## config.mk

```make
export PLATFORM = sky130hd
export DESIGN_NAME = redmule_x_loader
export DESIGN_NICKNAME = d
export VERILOG_FILES = /design/src/rtl/redmule_x_loader.sv
export SDC_FILE = /design/constraint.sdc
export NUM_CORES = 1
export LEC_CHECK = 0
export CAP_MARGIN = 10
export CELL_PAD_IN_SITES_DETAIL_PLACEMENT = 0
export CELL_PAD_IN_SITES_GLOBAL_PLACEMENT = 1
export CORE_ASPECT_RATIO = 0.5
export CORE_MARGIN = 2
export CORE_UTILIZATION = 26
export DETAILED_ROUTE_END_ITERATION = 12
export PLACE_DENSITY_LB_ADDON = 0.1
export SYNTH_ARGS = -nofsm -noshare
export SYNTH_HDL_FRONTEND = slang
export SYNTH_SLANG_ARGS = --single-unit
```

## constraint.sdc

```tcl
create_clock -name clk_i -period 3.9 [get_ports clk_i]
set_clock_uncertainty 0.1 [all_clocks]
set_input_delay 0.78 -clock clk_i [delete_from_list [all_inputs] [get_ports clk_i]]
set_output_delay 0.78 -clock clk_i [all_outputs]
set_load 0.01 [all_outputs]
```

## src/rtl/redmule_x_loader.sv

```systemverilog
// redmule_x_loader
// Moves X rows from the streamer into the X buffer one tile at a time.
// Each tile streams its effective number of rows, zero-pads up to the tile
// width, then waits for the X buffer to report full before the row index is
// reset and the next tile begins.
// Optional feature macro: REDMULE_X_LOADER_PERF_EN adds two saturating
// performance counters (stream stall cycles and buffer-full wait cycles).
module redmule_x_loader #(
    parameter int DW = 288,
    parameter int W  = 12,
    parameter int CW = $clog2(W) + 1
) (
    input  logic          clk_i,
    input  logic          rst_i,
    input  logic          clear_i,
    input  logic          start_i,
    input  logic [CW-1:0] cfg_width_i,
    input  logic [CW-1:0] cfg_last_width_i,
    input  logic [15:0]   cfg_tiles_i,
    input  logic [DW-1:0] stream_data_i,
    input  logic          stream_valid_i,
    output logic          stream_ready_o,
    output logic [DW-1:0] xbuf_data_o,
    output logic          xbuf_load_o,
    input  logic          xbuf_full_i,
    output logic          xbuf_rst_w_index_o,
    output logic          pad_setup_o,
    output logic          busy_o,
    output logic          done_o
`ifdef REDMULE_X_LOADER_PERF_EN
    ,
    output logic [31:0]   perf_stall_o,
    output logic [31:0]   perf_wait_o
`endif
);

    typedef enum logic [2:0] {
        IDLE,
        LOAD,
        ZPAD,
        WAIT_FULL,
        DONE
    } state_t;

    state_t          r_state;
    logic [CW-1:0]   r_cfg_width;
    logic [CW-1:0]   r_cfg_last;
    logic [15:0]     r_cfg_tiles;
    logic [CW-1:0]   r_row_cnt;
    logic [15:0]     r_tile_cnt;
    logic [DW-1:0]   r_xbuf_data;
    logic            r_xbuf_load;

    logic            w_last_tile;
    logic [CW-1:0]   w_eff;
    logic [CW-1:0]   w_row_next;
    logic            w_ack;

    // The final tile may stream fewer rows; a zero or oversized last width
    // falls back to the full tile width.
    assign w_last_tile = (r_tile_cnt == (r_cfg_tiles - 16'd1));
    assign w_eff       = (w_last_tile && (r_cfg_last != '0) && (r_cfg_last < r_cfg_width))
                         ? r_cfg_last : r_cfg_width;
    assign w_row_next  = r_row_cnt + CW'(1);

    // Full is only meaningful while waiting for it; elsewhere it is ignored.
    assign w_ack       = (r_state == WAIT_FULL) && xbuf_full_i;

    assign stream_ready_o     = (r_state == LOAD);
    assign busy_o             = (r_state != IDLE);
    assign done_o             = (r_state == DONE);
    assign xbuf_rst_w_index_o = w_ack;
    assign pad_setup_o        = w_ack && (r_tile_cnt == 16'd0);
    assign xbuf_data_o        = r_xbuf_data;
    assign xbuf_load_o        = r_xbuf_load;

    // Main sequencer: job acceptance, row streaming, zero padding and tile handoff.
    always_ff @(posedge clk_i) begin
        if (rst_i || clear_i) begin
            r_state     <= IDLE;
            r_cfg_width <= '0;
            r_cfg_last  <= '0;
            r_cfg_tiles <= '0;
            r_row_cnt   <= '0;
            r_tile_cnt  <= '0;
            r_xbuf_data <= '0;
            r_xbuf_load <= 1'b0;
        end else begin
            r_xbuf_load <= 1'b0;
            case (r_state)
                IDLE: begin
                    if (start_i) begin
                        r_cfg_width <= cfg_width_i;
                        r_cfg_last  <= cfg_last_width_i;
                        r_cfg_tiles <= cfg_tiles_i;
                        r_row_cnt   <= '0;
                        r_tile_cnt  <= '0;
                        r_state     <= (cfg_tiles_i == 16'd0) ? DONE : LOAD;
                    end
                end
                LOAD: begin
                    if (stream_valid_i) begin
                        r_xbuf_data <= stream_data_i;
                        r_xbuf_load <= 1'b1;
                        r_row_cnt   <= w_row_next;
                        if (w_row_next >= w_eff) begin
                            r_state <= (w_eff < r_cfg_width) ? ZPAD : WAIT_FULL;
                        end
                    end
                end
                ZPAD: begin
                    r_xbuf_data <= '0;
                    r_xbuf_load <= 1'b1;
                    r_row_cnt   <= w_row_next;
                    if (w_row_next >= r_cfg_width) begin
                        r_state <= WAIT_FULL;
                    end
                end
                WAIT_FULL: begin
                    if (xbuf_full_i) begin
                        r_row_cnt  <= '0;
                        r_tile_cnt <= r_tile_cnt + 16'd1;
                        r_state    <= w_last_tile ? DONE : LOAD;
                    end
                end
                DONE: begin
                    r_state <= IDLE;
                end
                default: begin
                    r_state <= IDLE;
                end
            endcase
        end
    end

`ifdef REDMULE_X_LOADER_PERF_EN
    logic [31:0] r_perf_stall;
    logic [31:0] r_perf_wait;

    assign perf_stall_o = r_perf_stall;
    assign perf_wait_o  = r_perf_wait;

    // Saturating counters of stream stalls and buffer-full waits, restarted per job.
    always_ff @(posedge clk_i) begin
        if (rst_i || clear_i) begin
            r_perf_stall <= '0;
            r_perf_wait  <= '0;
        end else if ((r_state == IDLE) && start_i) begin
            r_perf_stall <= '0;
            r_perf_wait  <= '0;
        end else begin
            if ((r_state == LOAD) && !stream_valid_i && (r_perf_stall != '1)) begin
                r_perf_stall <= r_perf_stall + 32'd1;
            end
            if ((r_state == WAIT_FULL) && (r_perf_wait != '1)) begin
                r_perf_wait <= r_perf_wait + 32'd1;
            end
        end
    end
`endif

endmodule

```

== Word-level counts from Yosys, hierarchy flattened ==
Cells that the tools add are included.
Operators by class
  $add $sub $neg: 3
  $mul: 0
  div/mod/pow operators: 0
  $lt $le $gt $ge: 4
  eq/ne operators: 10
  shift-type cells: 0
  muxes and demuxes: 21
  bitwise logic cells: 0
  reduce and logical (&&, ||, !) cells: 18
Operator list (count)
  $pmux W288 S2: 1
  $mux W288: 1
  $logic_not A16 Y1: 2
  $mux W16: 2
  $pmux W16 S2: 1
  $mux W3: 7
  $mux W5: 4
  $pmux W5 S4: 1
  $add A16 B1 Y16 const B: 1
  $eq A16 B16 Y1: 1
  $sub A16 B1 Y16 const B: 1
  $pmux W3 S4: 1
  $ge A5 B5 Y1: 2
  $lt A5 B5 Y1: 2
  $ne A2 B2 Y1 const B: 4
  $eq A3 B2 Y1 const B: 2
  $add A5 B1 Y5 const B: 1
  $reduce_and A5 Y1: 1
  $reduce_bool A5 Y1: 1
  $logic_and A1 B1 Y1: 4
  $reduce_and A2 Y1: 2
  $reduce_and A4 Y1: 1
  $reduce_bool A2 Y1: 2
  $reduce_bool A4 Y1: 1
  9 further kinds: 10
Storage, ports and cells
  bits in registers: 339
  bits in latches: 0
  memory bits (writable): 0
  ROM bits: 0
  bits of input ports: 320
  output and inout port bits: 294
  logic and storage cells: 64
  memories: 0

== Logic depth before layout (Yosys ltp) ==
Gate-level depths: netlist (run 1).
  word-level depth: 10
  mapped depth: 18
  gate-level depth less buffers: 17

== Worst setup path before layout (run 1) ==
OpenSTA, ideal clock, no wires.
  path kind: register to register
  from: reg r_cfg_tiles[8]
  to: reg r_state[1]
  setup time: 70 ps
  arrival time: 3779 ps
  data required time: 3730 ps
  path slack: -50 ps
  stages on the path, launching flop included: 16
  buffers on the path: 2
  clock period less this slack: 3950 ps
  cells stage by stage: dfxtp_1 > buf_6 > or4_4 > or3_1 > a2111o_1 > a22oi_2 > and3_1 > buf_6 > mux2_4 > ha_1 > o21ai_0 > a21oi_1 > o22ai_1 > or3b_2 > a21o_1 > a21oi_1
On the way
  word-level cells in the longest chain between the ends: 8
Ends and longest elaborated chain
  from (decl): RTL line 48  | logic [15:0] r_cfg_tiles;
  from (signal assigned): RTL line 95  | r_cfg_tiles <= cfg_tiles_i;
  $sub A16 B1 Y16: RTL line 61  | assign w_last_tile = (r_tile_cnt == (r_cfg_tiles - 16'd1));
  $eq A16 B16 Y1: RTL line 61
  $logic_and A1 B1 Y1 (2 in a row): RTL line 62  | assign w_eff = (w_last_tile && (r_cfg_last != '0) && (r_cfg_last < r_cfg_width))
  $mux W5: RTL line 63  | ? r_cfg_last : r_cfg_width;
  $ge A5 B5 Y1: RTL line 106  | if (w_row_next >= w_eff) begin
  $ne A2 B1 Y1 (no source line)
  $reduce_and A5 Y1 (no source line)
  to (signal assigned): RTL line 98  | r_state <= (cfg_tiles_i == 16'd0) ? DONE : LOAD;
  to (signal assigned): RTL line 107  | r_state <= (w_eff < r_cfg_width) ? ZPAD : WAIT_FULL;
  to (signal assigned): RTL line 123  | r_state <= w_last_tile ? DONE : LOAD;
  to (decl): RTL line 45  | state_t r_state;
Every way passes these cells.
A chain may end at the register's enable or synchronous reset.

== Worst setup path after layout (run 1) ==
  from: reg r_cfg_tiles[11]
  to: reg r_state[0]
On the way
  word-level cells in the longest chain between the ends: 10
  elaborated cells between the ends (all ways): 15
  those cells by class: add/sub: 1; order compare: 2; eq/ne: 2; mux: 7; reduce/logical: 3
Ends and longest elaborated chain
  $sub A16 B1 Y16 *: RTL line 61
  $eq A16 B16 Y1 *: RTL line 61
  $logic_and A1 B1 Y1 (2 in a row): RTL line 62
  $mux W5: RTL line 63
  $lt A5 B5 Y1: RTL line 107
  $mux W1: RTL line 107
  $mux W3: RTL line 106
  $mux W3: RTL line 102  | if (stream_valid_i) begin
  $pmux W3 S4: RTL line 90  | case (r_state)
Every way passes the cells marked *; elsewhere a longest branch is shown, timed or not. The select of a mux whose other input is x is not followed.

==> impl_metrics.ini, run 1 <==
[outcome]
outcome = complete, but fails checks
violations = negative setup slack

[placed_design]
dp_slack_ps = -99.6
dp.cells = 2224
placed_cell_area_um2 = 18800
place.detailed.hpwl_mm = 38.6
io_buffers = 613
globalplace.congestion = 0.897

[job]
cap_violations = 0

[synthesis]
yosys_warnings = 0
ys_types = 55
ys_ff_latch = 339
synth-async-reset-ratio = 0
yosysSeqAreaShare = 0.575
netlist_area_um2 = 11800
ys.flop_type = dfxtp_1
netlist_instances = 1055
synth-edff-count = 0
syn_area_per_cell_um2 = 11.2
syn_nets = 1397

[final_layout]
fillers = 4238
area_delta_synth_final_pct = 71.0
finalNetCount = 2012
drive_above_1_share = 0.0890
stdcell_count = 2300
final_area_um2 = 20200

[sta]
relSlewSlack = 0.618
rsz0062_at_grt = true
worstMarginPinSlew_ps = 573
max_freq_ghz = 0.256
whs_ps = 374
hold_viol = 0
setup_viol = 1
finalSetupTns_ps = -5.67
final.setup.worst_slack_ps = -5.67
timing.final.crit_share = 1.00
min_period_ps = 3910
report.final.slew_viol_count = 0

[setup_path]
path_max_fanout = 8
path_cells = or4_4, or4_1, nor2_1, xnor2_1, and4_4, and3_4, buf_4, mux2_4, ha_2, a21oi_2, nor2b_1, o21ai_1, nand4_1, a211o_1, o221a_2
endpoint_kind = register
slowest_stage = or4_4
worstPathRequired_ps = 4210
worst_ep_arrival_time_ps = 4210
critPathLaunchType = register
rrSetupSlack_ps = -6
cpPeakStageDelay_ps = 540
crit_type = register to register

[detailed_routing]
routed_via_density = 4.75
routedWlPerCell_um = 22.2
via_count = 10900
antenna_left = 0
routed_wl_mm = 51.0
firstDrtPassIters = 5
drt_iter0_markers = 647
drcViolationCount = 0

[global_route]
antenna_found_initial = 7
grt_overflow = 0
track_usage = 0.204
grt_pass1_vias = 10900
grt_max_degree = 118
grt_pass1_wl_mm = 72.2

[clocking]
cts_tree = built
clock-sinks = 339
h-tree-depth = 2
cts.hold.buffers_added = 0
cts_made_buffers = 35
path_clk_slew_ps = 60
cts.path.max_buffers = 3
cts_root_buf = clkbuf_16
clk_latency_ps = 520

[pwr]
power.static_leakage_nw = 7.51
irDropWorstVdd_v = 0.000244
powerDensity_nw_per_um2 = 392

[floorplanning]
die_w_um = 305
die_h_um = 155
fp-row-count = 55
io_pins = 614
start_util = 0.262
core_um2 = 45000
fp.dieArea_um2 = 47200

[hold_path]
min_path_type = register to register
path summary, 6_finish.rpt:
path	start	end	depth (start not counted)
worst max register to register	r_cfg_tiles[11]$_SDFFE_PP0P_	r_state[0]$_SDFFE_PP0P_	15
worst min register to register	r_cfg_tiles[15]$_SDFFE_PP0P_	r_cfg_tiles[15]$_SDFFE_PP0P_	2
worst max-delay path	r_cfg_tiles[11]$_SDFFE_PP0P_	r_state[0]$_SDFFE_PP0P_	15
worst min-delay path	r_cfg_tiles[15]$_SDFFE_PP0P_	r_cfg_tiles[15]$_SDFFE_PP0P_	2
power breakdown:
group | internal, mW | switching [mW] | leakage [nW]
logic | 0.456 | 0.288 | 4.18
registers | 3.50 | 0.0349 | 2.74
clock network | 2.13 | 1.49 | 0.593
repair_timing:
item	4_1_cts	5_1_grt
setup endpoints to repair	2	3
gates resized for setup	15	14
pin swaps	13	6
setup buffers	5	2
through the flow:
stage	utilization	total power [mW]
floorplan	-	3.84
global placement	0.417	4.34
detailed placement	0.417	4.34
CTS	0.446	8.01
global route	0.448	8.22
finish	0.448	7.90
state kept, by name, indices dropped and copies added, names as in the netlist:
signal / cells
xbuf_data_o: 288
r_state: 3
r_cfg_tiles: 16
r_tile_cnt: 16
r_cfg_last: 5
xbuf_load_o: 1
r_cfg_width: 5
r_row_cnt: 5
layer usage:
layer | GRT usage | part of all wire | up-vias
met2 | 0.358 | 0.51 | 309
met1 | 0.242 | 0.40 | 5355
met5 | 0 | 0.00031 | -
met4 | 0.0669 | 0.025 | 2
li1 | - | - | 5176
met3 | 0.0552 | 0.060 | 72
critical path, delay by kind of cell, from the launching register on:
| kind | cells | cell delay (ps) |
|---|---|---|
| XOR/XNOR | 1 | 180 |
| multiplexers | 1 | 290 |
| AO/OA/AOI/OAI | 4 | 830 |
| adder cells (fa/ha/maj) | 1 | 190 |
| flip-flops | 1 | 320 |
| buffers and inverters | 1 | 130 |
| AND/OR/NAND/NOR | 7 | 1760 |
logic make-up (layout without fill, tap and decap cells):
family / after synthesis / after routing / synth area share
compound gates: 368 / 368 / 0.255
flops: 339 / 339 / 0.575
simple gates: 186 / 186 / 0.0783
buf+inv: 96 / 737 / 0.0319
xor+xnor: 34 / 34 / 0.0252
fa+ha+maj: 22 / 22 / 0.0233
mux: 10 / 10 / 0.0106
other cells: 0 / 6 / 0
cell usage after synthesis (3+ instances only):
cell type,count,area share
nand2b_1,6,0.0032
dfxtp_1,339,0.58
nor2b_1,6,0.0032
nand4_1,9,0.0048
a22oi_1,3,0.0019
mux2_4,5,0.0064
a21oi_1,43,0.018
nor3b_1,3,0.0019
mux2i_1,5,0.0042
xor2_1,15,0.011
inv_1,13,0.0041
ha_1,22,0.023
a22o_1,288,0.21
nand2_1,71,0.023
buf_1,9,0.0029
xnor2_1,19,0.014
nor2_1,38,0.012
nor4_1,11,0.0058
nand3_1,11,0.0047
and3_1,4,0.0021
o21ai_0,11,0.0047
clkbuf_1,71,0.023
or3_1,8,0.0042
o211ai_1,4,0.0025
nand3b_1,3,0.0019
nor3_1,4,0.0017
final cells by class:
type | instances | area [µm²] | area share
well taps | 598 | 748 | 0.0371
clock buffers | 47 | 992 | 0.0492
repair buffers | 661 | 6560 | 0.325
multi-input cells | 620 | 4780 | 0.237
flip-flops and latches | 339 | 6790 | 0.337
inverters | 13 | 48.8 | 0.00242
clock inverters | 16 | 228 | 0.0113
diodes | 6 | 15.0 | 0.000744
layout by cell type, fill, tap and decap left out, types with 9 or more instances in the layout:
cell,synthesis,layout
nand2_1,71,71
xnor2_1,19,18
xor2_1,15,14
ha_1,22,17
nand3_1,11,11
clkdlybuf4s50_1,0,613
a22o_1,288,288
nor2_1,38,37
dfxtp_1,339,335
clkbuf_16,0,36
buf_4,0,42
nor4_1,11,9
a21oi_1,43,40
nand4_1,9,9
inv_1,13,11
No activity file was read; power rests on OpenSTA's default activity.
==> run 2, diff against run 1 <==
- CTS_CLUSTER_DIAMETER: not set -> 80
==> results of run 2 <==
The final DEF is identical to that of run 1; final timing and power are the same.
